### config.mk
export PLATFORM = sky130hd
export DESIGN_NAME = pipeline_fetch_ifid_flat
export DESIGN_NICKNAME = d
export VERILOG_FILES = /design/src/rtl/pipeline_fetch_ifid_if.sv /design/src/rtl/pipeline_fetch_ifid.sv /design/src/flat_wrapper.sv
export SDC_FILE = /design/constraint.sdc
export NUM_CORES = 1
export LEC_CHECK = 0
export ABC_AREA = 1
export BUFFER_PORTS_ARGS = -buffer_cell sky130_fd_sc_hd__buf_4
export CORE_ASPECT_RATIO = 0.75
export CORE_MARGIN = 1.5
export CORE_UTILIZATION = 61
export CTS_CLUSTER_SIZE = 28
export DETAILED_ROUTE_END_ITERATION = 16
export PLACE_DENSITY = 0.95
export SLEW_MARGIN = 20
export SYNTH_ARGS = -nofsm -noshare
export SYNTH_HDL_FRONTEND = slang
export SYNTH_SLANG_ARGS = --single-unit
### constraint.sdc
create_clock -name CLK -period 5.2 [get_ports CLK]
set_input_delay 1.04 -clock CLK [delete_from_list [all_inputs] [get_ports CLK]]
set_output_delay 1.04 -clock CLK [all_outputs]
set_load 0.01 [all_outputs]
### src/rtl/pipeline_fetch_ifid_if.sv
// Instruction memory bus between the fetch stage and imem.
// master = fetch side, slave = memory side.
interface pipeline_fetch_ifid_if;
    logic        ihit;
    logic [31:0] imemload;
    logic        imemREN;
    logic [31:0] imemaddr;

    modport master (
        input  ihit,
        input  imemload,
        output imemREN,
        output imemaddr
    );

    modport slave (
        output ihit,
        output imemload,
        input  imemREN,
        input  imemaddr
    );
endinterface

### src/rtl/pipeline_fetch_ifid.sv
// Fetch stage + IF/ID latch with skid buffer and HALT state.
// Optional IFID_PERF_EN adds fetch_cnt / bubble_cnt outputs.
module pipeline_fetch_ifid #(
    parameter logic [31:0] PC_INIT = 32'h0000_0000,
    parameter logic [5:0]  HALT_OP = 6'b111111
) (
    input  logic                 CLK,
    input  logic                 nRST,
    pipeline_fetch_ifid_if.master imem,
    input  logic                 stall,
    input  logic                 flush,
    input  logic                 redir_en,
    input  logic [31:0]          redir_pc,
    output logic [31:0]          instr_l,
    output logic [31:0]          pc_l,
    output logic [31:0]          npc_l,
    output logic                 valid_l,
    output logic                 fetch_halted
`ifdef IFID_PERF_EN
    ,
    output logic [31:0]          fetch_cnt,
    output logic [31:0]          bubble_cnt
`endif
);

    typedef enum logic [1:0] {RUN, HOLD, HALT} state_t;

    state_t      state;
    logic [31:0] pc;
    logic [31:0] pc_inc;
    logic [31:0] skid_instr;
    logic [31:0] skid_pc;
    logic        fetch_is_halt;
    logic        skid_is_halt;

    logic        ld_bub;
    logic        ld_val;
    logic [31:0] ld_instr;
    logic [31:0] ld_pc;

    assign pc_inc        = pc + 32'd4;
    assign fetch_is_halt = (imem.imemload[31:26] == HALT_OP);
    assign skid_is_halt  = (skid_instr[31:26] == HALT_OP);

    assign imem.imemaddr = pc;
    assign imem.imemREN  = (state == RUN);
    assign fetch_halted  = (state == HALT);

    // Decide what the IF/ID latch loads this cycle: bubble, new word or hold.
    always_comb begin
        ld_bub   = 1'b0;
        ld_val   = 1'b0;
        ld_instr = imem.imemload;
        ld_pc    = pc;
        if (redir_en || flush) begin
            ld_bub = 1'b1;
        end else begin
            case (state)
                RUN: begin
                    if (!stall) begin
                        if (imem.ihit) ld_val = 1'b1;
                        else           ld_bub = 1'b1;
                    end
                end
                HOLD: begin
                    if (!stall) begin
                        ld_val   = 1'b1;
                        ld_instr = skid_instr;
                        ld_pc    = skid_pc;
                    end
                end
                HALT: begin
                    if (!stall) ld_bub = 1'b1;
                end
                default: begin
                    ld_bub = 1'b1;
                end
            endcase
        end
    end

    // PC, skid buffer and RUN/HOLD/HALT state machine.
    always_ff @(posedge CLK or negedge nRST) begin
        if (!nRST) begin
            state      <= RUN;
            pc         <= PC_INIT;
            skid_instr <= '0;
            skid_pc    <= '0;
        end else if (redir_en) begin
            state      <= RUN;
            pc         <= redir_pc;
            skid_instr <= '0;
            skid_pc    <= '0;
        end else if (flush) begin
            skid_instr <= '0;
            skid_pc    <= '0;
            if (state == HOLD) state <= RUN;
        end else begin
            case (state)
                RUN: begin
                    if (imem.ihit) begin
                        if (stall) begin
                            skid_instr <= imem.imemload;
                            skid_pc    <= pc;
                            state      <= HOLD;
                        end else if (fetch_is_halt) begin
                            state <= HALT;
                        end
                        if (!fetch_is_halt) pc <= pc_inc;
                    end
                end
                HOLD: begin
                    if (!stall) begin
                        state      <= skid_is_halt ? HALT : RUN;
                        skid_instr <= '0;
                        skid_pc    <= '0;
                    end
                end
                HALT: begin
                    state <= HALT;
                end
                default: begin
                    state <= RUN;
                end
            endcase
        end
    end

    // IF/ID pipeline latch.
    always_ff @(posedge CLK or negedge nRST) begin
        if (!nRST) begin
            instr_l <= '0;
            pc_l    <= '0;
            npc_l   <= '0;
            valid_l <= 1'b0;
        end else if (ld_bub) begin
            instr_l <= '0;
            pc_l    <= '0;
            npc_l   <= '0;
            valid_l <= 1'b0;
        end else if (ld_val) begin
            instr_l <= ld_instr;
            pc_l    <= ld_pc;
            npc_l   <= ld_pc + 32'd4;
            valid_l <= 1'b1;
        end
    end

`ifdef IFID_PERF_EN
    // Count valid loads and bubble loads into IF/ID.
    always_ff @(posedge CLK or negedge nRST) begin
        if (!nRST) begin
            fetch_cnt  <= '0;
            bubble_cnt <= '0;
        end else begin
            if (ld_val) fetch_cnt  <= fetch_cnt + 32'd1;
            if (ld_bub) bubble_cnt <= bubble_cnt + 32'd1;
        end
    end
`endif

endmodule

### src/flat_wrapper.sv
// flat-port wrapper written by rule: the top's interface ports become plain ports
module pipeline_fetch_ifid_flat 
#(
    parameter logic [31:0] PC_INIT = 32'h0000_0000,
    parameter logic [5:0]  HALT_OP = 6'b111111
)
  (CLK, nRST, stall, flush, redir_en, redir_pc, instr_l, pc_l, npc_l, valid_l, fetch_halted, imem_ihit, imem_imemload, imem_imemREN, imem_imemaddr);
  pipeline_fetch_ifid_if imem_i ();
  input  logic CLK;
  input  logic nRST;
  input  logic stall;
  input  logic flush;
  input  logic redir_en;
  input  logic [31:0] redir_pc;
  output logic [31:0] instr_l;
  output logic [31:0] pc_l;
  output logic [31:0] npc_l;
  output logic valid_l;
  output logic fetch_halted;
  input wire logic [$bits(imem_i.ihit)-1:0] imem_ihit;
  input wire logic [$bits(imem_i.imemload)-1:0] imem_imemload;
  output wire logic [$bits(imem_i.imemREN)-1:0] imem_imemREN;
  output wire logic [$bits(imem_i.imemaddr)-1:0] imem_imemaddr;
  assign imem_i.ihit = imem_ihit;
  assign imem_i.imemload = imem_imemload;
  assign imem_imemREN = imem_i.imemREN;
  assign imem_imemaddr = imem_i.imemaddr;
  pipeline_fetch_ifid #(.PC_INIT(PC_INIT), .HALT_OP(HALT_OP)) u_core (.CLK(CLK), .nRST(nRST), .imem(imem_i), .stall(stall), .flush(flush), .redir_en(redir_en), .redir_pc(redir_pc), .instr_l(instr_l), .pc_l(pc_l), .npc_l(npc_l), .valid_l(valid_l), .fetch_halted(fetch_halted));
endmodule
-- After elaboration in Yosys (flattened, before gate mapping)
Cells that the tools add are included.
- add/sub/neg operators: 2
- eq/ne operators: 10
- mux-type cells: 46
- reduce and logical (&&, ||, !) cells: 9
- operators with widths (kind ; number):
    two-way mux 32 bit ; 24
    one-hot mux 32 bit (2 select lines) ; 2
    adder 32 x 3 -> 32 bit, second input constant ; 2
    two-way mux 2 bit ; 8
    == test 6 bit, second input constant ; 2
    two-way mux 1 bit ; 9
    inequality test 4 bit, second input constant ; 2
    AND reduction 4 bit ; 2
    one-hot mux 2 bit (3 select lines) ; 1
    nonzero test 2 bit ; 3
    inequality test 5 x 4 -> 1 bit, second input constant ; 1
    nonzero test 4 bit ; 1
    inequality test 3 x 1 -> 1 bit, second input constant ; 1
    one-hot mux 1 bit (3 select lines) ; 1
    AND reduction 3 bit ; 1
    == test 2 x 1 -> 1 bit, second input constant ; 1
    == test 2 bit, second input constant ; 1
    logical NOT 2 bit ; 1
    inequality test 2 x 1 -> 1 bit, second input constant ; 1
    inequality test 2 bit, second input constant ; 1
    one-hot mux 1 bit (2 select lines) ; 1
    logical OR 1 bit ; 1
- flip-flop bits (word level): 195
- word-level logic and storage cells: 75

-- Longest topological paths before layout
Gate-level depths: netlist of the first run.
- depth in word-level cells: 7
- mapped depth: 16

-- Least setup slack after synthesis of the first run
OpenSTA, ideal clock, no wires.
- path kind: input to register
- start point: input redir_en
- end point: register u_core.npc_l[28]
- setup time: 0.125 ns
- data arrival time: 2.668 ns
- required time: 5.075 ns
- path slack: 2.408 ns
- cell stages on the path: 16
- buffers on the path: 3
- path through: buf_4 inv_2 nand2_2 nor2_4 buf_6 nand2_1 nand2_1 ha_1 nand2_2 nor2_4 nand3_2 nor2_2 buf_4 nand3_1 nand2_1 nand3_1
- longest elaborated chain between the ends: 5
- elaborated cells on any way between the ends: 8
- those cells by class: add/sub (1); mux (5); reduce/logical (2)
- RTL lines (item ; line ; source):
    start, declared ; flat_wrapper.sv:13 ; input logic redir_en;
    logical OR 1 bit * ; pipeline_fetch_ifid.sv:55 ; if (redir_en || flush) begin
    two-way mux 32 bit ; pipeline_fetch_ifid.sv:55 ;
    adder 32 x 3 -> 32 bit ; pipeline_fetch_ifid.sv:144 ; npc_l <= ld_pc + 32'd4;
    two-way mux 32 bit ; pipeline_fetch_ifid.sv:141 ; end else if (ld_val) begin
    two-way mux 32 bit ; pipeline_fetch_ifid.sv:136 ; end else if (ld_bub) begin
    end signal, assigned ; pipeline_fetch_ifid.sv:144 ;
    end, declared ; pipeline_fetch_ifid.sv:16 ; output logic [31:0] npc_l,
Mark *: on every way between the ends. The rest lies on a longest branch, timed or not. The select of a mux whose other input is x is not followed.
A chain may end at the register's enable or synchronous reset.

-- Worst setup path in the final report of the first run
- start point: input redir_en
- end point: register u_core.skid_pc[0]
- longest elaborated chain between the ends: 2
- elaborated cells on any way between the ends: 5
- those cells by class: eq/ne (2); mux (1); reduce/logical (2)
- RTL lines (item ; line ; source):
    inequality test 4 bit (no source line) or nonzero test 4 bit (tied branches) ; n/a ;
    AND reduction 3 bit (no source line) ; n/a ;
    end signal, assigned ; pipeline_fetch_ifid.sv:104 ; skid_pc <= pc;
    end, declared ; pipeline_fetch_ifid.sv:32 ; logic [31:0] skid_pc;
Several ways; a longest one is shown, not always the timed one.

==> flow_summary.json, run 1 <==
{
  "multiInputGateArea_um2": 4990,
  "drt-initial-drc-count": 1466,
  "drv_cap": 0,
  "antennaDiodeCount": 0,
  "synth_top_area_share_pct": 45.0,
  "clk_pin_slew_ns": 0.07,
  "place_congestion": 0.935,
  "setup_slack_ns": 1.65,
  "drive_above_1_share_pct": 18.3,
  "grtUsageMet3_pct": 6.81,
  "nets": 1654,
  "tightest_slew_ns": 1.06,
  "grtUsageMet2_pct": 50.1,
  "syn_area_um2": 10700,
  "grt_start_max_net_pins": 107,
  "fill_cells": 1231,
  "finalCritPeriodShare_pct": 68.3,
  "synth_cells": 1437,
  "coreArea_um2": 17000,
  "ctsHoldBuffers": 0,
  "clock_latency_ns": 0.44,
  "ys.flop_type": "dfrtp_1",
  "fmax_mhz": 281,
  "peakVddDrop_mv": 0.203,
  "fp.dieArea_um2": 18400,
  "io_buffers": 200,
  "synth-async-reset-ratio_pct": 100,
  "antenna_found_initial": 0,
  "clockBufferDepth": 2,
  "holdWs_ns": 0.477,
  "drt_first_pass_iters": 9,
  "cts_buffers": 17,
  "yosysMostFrequentCell": "nand2_1",
  "start_util_pct": 63.0,
  "place_hpwl_um": 21100,
  "vias": 11000,
  "yosys.area.top_type": "dfrtp_1",
  "r2r_setup_slack_ns": 1.99,
  "hold_viol_final": 0,
  "finalMaxSlewViolations": 0,
  "clkSinkCount": 193,
  "cp-end-kind": "flop",
  "pin_count": 201,
  "r2r_start": "u_core.state[1]",
  "cp_max_fo": 71,
  "cts_resized": 0,
  "dieHeight_um": 118,
  "holdCritPathClass": "flop to flop",
  "synth_edf_count": 0,
  "routed_wl_um": 31500,
  "outcome": "finished, final reports clean",
  "p_leak_nw": 6.11,
  "viasPerCell": 5.98,
  "rows": 41,
  "ys_warn_count": 0,
  "wire_per_inst_um": 17.2,
  "cts_tree": "yes",
  "synth_cell_types": 38,
  "grt_pass1_wl_um": 50100,
  "areaGrowthSynthToFinish_pct": 19.6,
  "power_density_nw_per_um2": 300,
  "critPathRequiredTime_ns": 5.49,
  "rsz0062_at_grt": "false",
  "start_kind": "primary input",
  "grt_pass1_vias": 9916,
  "fp.dieW_um": 156,
  "use_met1_pct": 51.1,
  "grt_usage_pct": 34.3,
  "synth_seq_area_share_pct": 45.0,
  "post-place-ws_ns": 1.32,
  "critical_path_class": "primary input to flop",
  "reg2regPathDepth": 10,
  "drc_errors": 0,
  "synth-seq-cells": 193,
  "synth_fp_nets": 1509,
  "grt_overflow": 0,
  "relSlewSlack_pct": 29.3,
  "arrival_ns": 3.84,
  "synth_area_leaders": "dfrtp_1 45%, nand2_1 15%, o21ai_0 11%",
  "setup_tns_ns": 0,
  "root_buffer": "clkbuf_16",
  "finalCriticalPeriod_ns": 3.55,
  "post-cts-setup-buffers": 0,
  "reg2reg_to": "u_core.skid_pc[0]",
  "htreeDepth": 4,
  "setup_viol": 0,
  "hold_path_depth": 2,
  "regArea_um2": 4830,
  "syn_area_per_cell_um2": 7.47,
  "drtAntennaViolNets": 0,
  "critPathLaunch": "redir_en",
  "cp-endpoint": "u_core.skid_pc[0]",
  "synth_common_cells": "431 x nand2_1, 238 x o21ai_0, 193 x dfrtp_1, 125 x inv_1, 72 x nor2_1",
  "fin_skew_ns": 0.0105,
  "top_usage_layer": "met1"
}
[registers in the layout, summed over array words and instances (netlist names)]
| signal | cells |
|---|---|
| u_core.valid_l | 1 |
| u_core.skid_instr | 32 |
| u_core.pc_l | 32 |
| u_core.skid_pc | 32 |
| u_core.state | 2 |
| u_core.instr_l | 32 |
| u_core.npc_l | 30 |
| u_core.imem.imemaddr | 32 |
[how the worst min path moves through the flow]
| stage | startpoint | end | slack, ns |
|---|---|---|---|
| 4_1_cts | u_core.pc_l[23] | u_core.pc_l[23] | 0.48 |
| 3_5_place_dp | u_core.pc_l[23] | u_core.pc_l[23] | 0.46 |
| 5_1_grt | u_core.pc_l[15] | u_core.pc_l[15] | 0.50 |
| 3_3_place_gp | u_core.pc_l[15] | u_core.pc_l[15] | 0.46 |
| 6_report | u_core.pc_l[15] | u_core.pc_l[15] | 0.48 |
| 2_1_floorplan | u_core.skid_pc[23] | u_core.skid_pc[23] | 0.50 |
[logic make-up after synthesis]
family                     Yosys count  synth area share (%)
adders and majority gates            2                 0.233
DFF                                193                  45.0
and+or+nand+nor                    698                  29.0
AOI/OAI and AO/OA                  301                  15.0
buffers and inverters              218                  8.71
xor gates and xnor gates            25                  2.04
[routing by layer]
layer,wire [um],up-vias
li1,-,4969
met1,13000,5118
met2,13700,794
met3,3960,76
met4,777,0
met5,0,-
[layout by cell type, fill, tap and decap left out, types with 11 or more instances in the layout]
cell,n
nand2_1,430
o21ai_0,238
buf_4,209
dfrtp_1,193
inv_1,125
nor2_1,71
nand3_1,68
nand3b_1,46
xor2_1,24
o21ai_1,21
nand4_1,21
nand2_2,18
clkbuf_16,17
nor3_1,16
o211ai_1,13
o221ai_1,11
[per-stage QoR]
step                instance area, um2  power (mW)  utilization [%]  instances
CTS                              12800        3.82             75.4       1831
global route                     12800        3.99             75.4       1831
finish                           12800        3.85             75.4       1831
detailed placement               12200        2.41             71.6       1799
floorplan                        10700        2.11                -       1437
global placement                 12200        2.38             71.6       1799
[report_power, final]
group	switching, mW	total (mW)	internal [mW]	leakage [nW]
Combinational	0.484	0.734	0.249	3.20
Sequential	0.103	1.69	1.58	2.61
Clock	0.596	1.43	0.833	0.299
Total	1.18	3.85	2.67	6.11
[critical path, stage by stage]
cell	delay, ns
buf_4	0.23
inv_2	0.14
nand2_2	0.11
nor2_4	0.58
buf_4	0.66
nand2_1	0.12
o21ai_0	0.24
a21oi_4	0.05
buf_4	0.33
nand3b_1	0.18
o21ai_0	0.11
[final cells by class]
class                           instances  share of cell area (%)
Clock buffer                           20                    3.56
Clock inverter                         12                    1.41
Inverter                              134                    3.92
Multi-Input combinational cell       1026                    38.9
Sequential cell                       193                    37.6
Tap cell                              236                    2.30
Timing Repair Buffer                  210                    12.3
No activity file was read; power rests on OpenSTA's default activity.
==> run 2, diff against run 1 <==
--- a/config.mk
+++ b/config.mk
@@ -9,10 +9,10 @@
 export BUFFER_PORTS_ARGS = -buffer_cell sky130_fd_sc_hd__buf_4
 export CORE_ASPECT_RATIO = 0.75
 export CORE_MARGIN = 1.5
-export CORE_UTILIZATION = 61
+export CORE_UTILIZATION = 56
 export CTS_CLUSTER_SIZE = 28
 export DETAILED_ROUTE_END_ITERATION = 16
-export PLACE_DENSITY = 0.95
+export PLACE_DENSITY = 0.89
 export SLEW_MARGIN = 20
 export SYNTH_ARGS = -nofsm -noshare
 export SYNTH_HDL_FRONTEND = slang
==> constraint.sdc (replaced) <==
create_clock -name CLK -period 3.35 [get_ports CLK]
set_input_delay 0.67 -clock CLK [delete_from_list [all_inputs] [get_ports CLK]]
set_output_delay 0.67 -clock CLK [all_outputs]
set_load 0.01 [all_outputs]
==> flow_summary.json, run 2 (synthesized netlist as in run 1, its figures left out) <==
{
  "outcome": "finished, final reports clean",
  "fill_cells": 1505,
  "start_kind": "flop",
  "cts_tree": "yes",
  "antenna_found_initial": 0,
  "cts_resized": 0,
  "placed_area_um2": 12400,
  "clkSinkCount": 193,
  "crit_path_frequent_cell": "nor2_1",
  "clockBufferDepth": 2,
  "grt_start_max_net_pins": 95,
  "io_buffers": 200,
  "cp_slowest_cell": "nor2_1",
  "grt_pass1_vias": 9588,
  "rsz0062_at_grt": "false",
  "multiInputGateArea_um2": 4990,
  "routed_wl_um": 31100,
  "final_cell_mix": "430 x nand2_1, 238 x o21ai_0, 217 x buf_4",
  "fp.dieArea_um2": 20000,
  "grt_usage_pct": 31.7,
  "coreArea_um2": 18600,
  "power_density_nw_per_um2": 455,
  "hold_viol_final": 0,
  "cts_buffers": 17,
  "drive_above_1_share_pct": 18.9,
  "rows": 43,
  "setup_viol": 0,
  "viasPerCell": 5.72,
  "clock_latency_ns": 0.45,
  "areaGrowthSynthToFinish_pct": 20.7,
  "grt_overflow": 0,
  "postLayoutCellArea_um2": 13000,
  "holdWs_ns": 0.259,
  "finalCritPeriodShare_pct": 83.1,
  "worstPathBufferInverterCount": 1,
  "clk_pin_slew_ns": 0.07,
  "setup_slack_ns": 0.565,
  "post-place-ws_ns": 0.387,
  "fin_skew_ns": 0.0146,
  "crit_chain": "nor2_1 > nand4_1 > nor2_1 > inv_1 > o221ai_1",
  "ctsHoldBuffers": 0,
  "dieHeight_um": 123,
  "cp-end-kind": "flop",
  "htreeDepth": 4,
  "drtAntennaViolNets": 0,
  "place_hpwl_um": 21800,
  "drt-initial-drc-count": 1136,
  "final_common_cell": "nand2_1",
  "finalMaxSlewViolations": 0,
  "regArea_um2": 4830,
  "p_leak_nw": 6.18,
  "critical-path-top-delay-family": "simple AND/OR/NAND/NOR gates",
  "drt_first_pass_iters": 5,
  "fmax_mhz": 359,
  "wire_per_inst_um": 16.8,
  "slowest_delay_ns": 0.79,
  "drc_errors": 0,
  "holdCritPathClass": "primary input to asynchronous set/reset pin",
  "relSlewSlack_pct": 32.6,
  "tightest_slew_ns": 1.01,
  "finalCriticalPeriod_ns": 2.79,
  "root_buffer": "clkbuf_16",
  "place_congestion": 0.920,
  "start_util_pct": 57.7,
  "fp.dieW_um": 163,
  "pin_count": 201,
  "post-cts-setup-buffers": 0,
  "setup_tns_ns": 0,
  "peakVddDrop_mv": 0.292,
  "vias": 10600,
  "grt_pass1_wl_um": 49900,
  "cp_max_fo": 16,
  "antennaDiodeCount": 0,
  "critPathRequiredTime_ns": 3.69,
  "nets": 1666,
  "drv_cap": 0,
  "arrival_ns": 3.12,
  "critical_path_class": "flop to flop",
  "p_total_mw": 5.90
}
[run 2: cell count changes in the layout (fill, tap and decap cells not counted), sizes merged]
cell,delta
clkbuf,-1
clkinvlp,-1
buf,+12
inv,+1
clkinv,+2
bufinv,-1
[run 2: worst register-to-register path, cell delays in order, from the launching register on]
cell and delay, ns:
dfrtp_1 0.48, nor2_1 0.34, nand4_1 0.18, nor2_1 0.79
inv_1 0.56, o221ai_1 0.34
[run 2: metal layers]
metal / global-route usage [%] / part of all wire (%) / wire length [um] / up-vias
met1: 48.2 / 45 / 14000 / 4985
met5: 0 / 0 / 0 / -
met2: 45.6 / 43 / 13400 / 575
met4: 8.37 / 1.3 / 405 / 0
met3: 6.98 / 11 / 3300 / 40
li1: - / - / - / 5012
[run 2: final timing paths]
check / from / depth (start not counted) / slack (ns) / end
max reg2reg: u_core.state[1] / 5 / 0.56 / u_core.imem.imemaddr[6]
min: nRST / 1 / 0.26 / u_core.skid_instr[25]
min in group CLK: redir_pc[8] / 3 / 0.44 / u_core.imem.imemaddr[8]
max: u_core.state[1] / 5 / 0.56 / u_core.imem.imemaddr[6]
min reg2reg: u_core.pc_l[15] / 2 / 0.47 / u_core.pc_l[15]
max in group asynchronous: nRST / 2 / 2.20 / u_core.npc_l[14]
[run 2: final cells by class]
class | count | area share, %
well taps | 247 | 2.39
clock inverters | 13 | 1.23
clock buffers | 19 | 3.42
repair buffers | 222 | 13.3
inverters | 134 | 3.88
multi-input cells | 1026 | 38.5
flip-flops and latches | 193 | 37.3
[run 2: power by group]
group,switching (mW),internal (mW),leakage (nW)
registers,0.161,2.46,2.61
clock network,0.941,1.20,0.290
logic,0.738,0.408,3.28
total,1.84,4.06,6.18
[run 2: stage by stage]
stage / cells / util, %
finish: 1854 / 69.6
floorplan: 1437 / -
global placement: 1822 / 66.4
detailed placement: 1822 / 66.4
CTS: 1854 / 69.6
global route: 1854 / 69.6
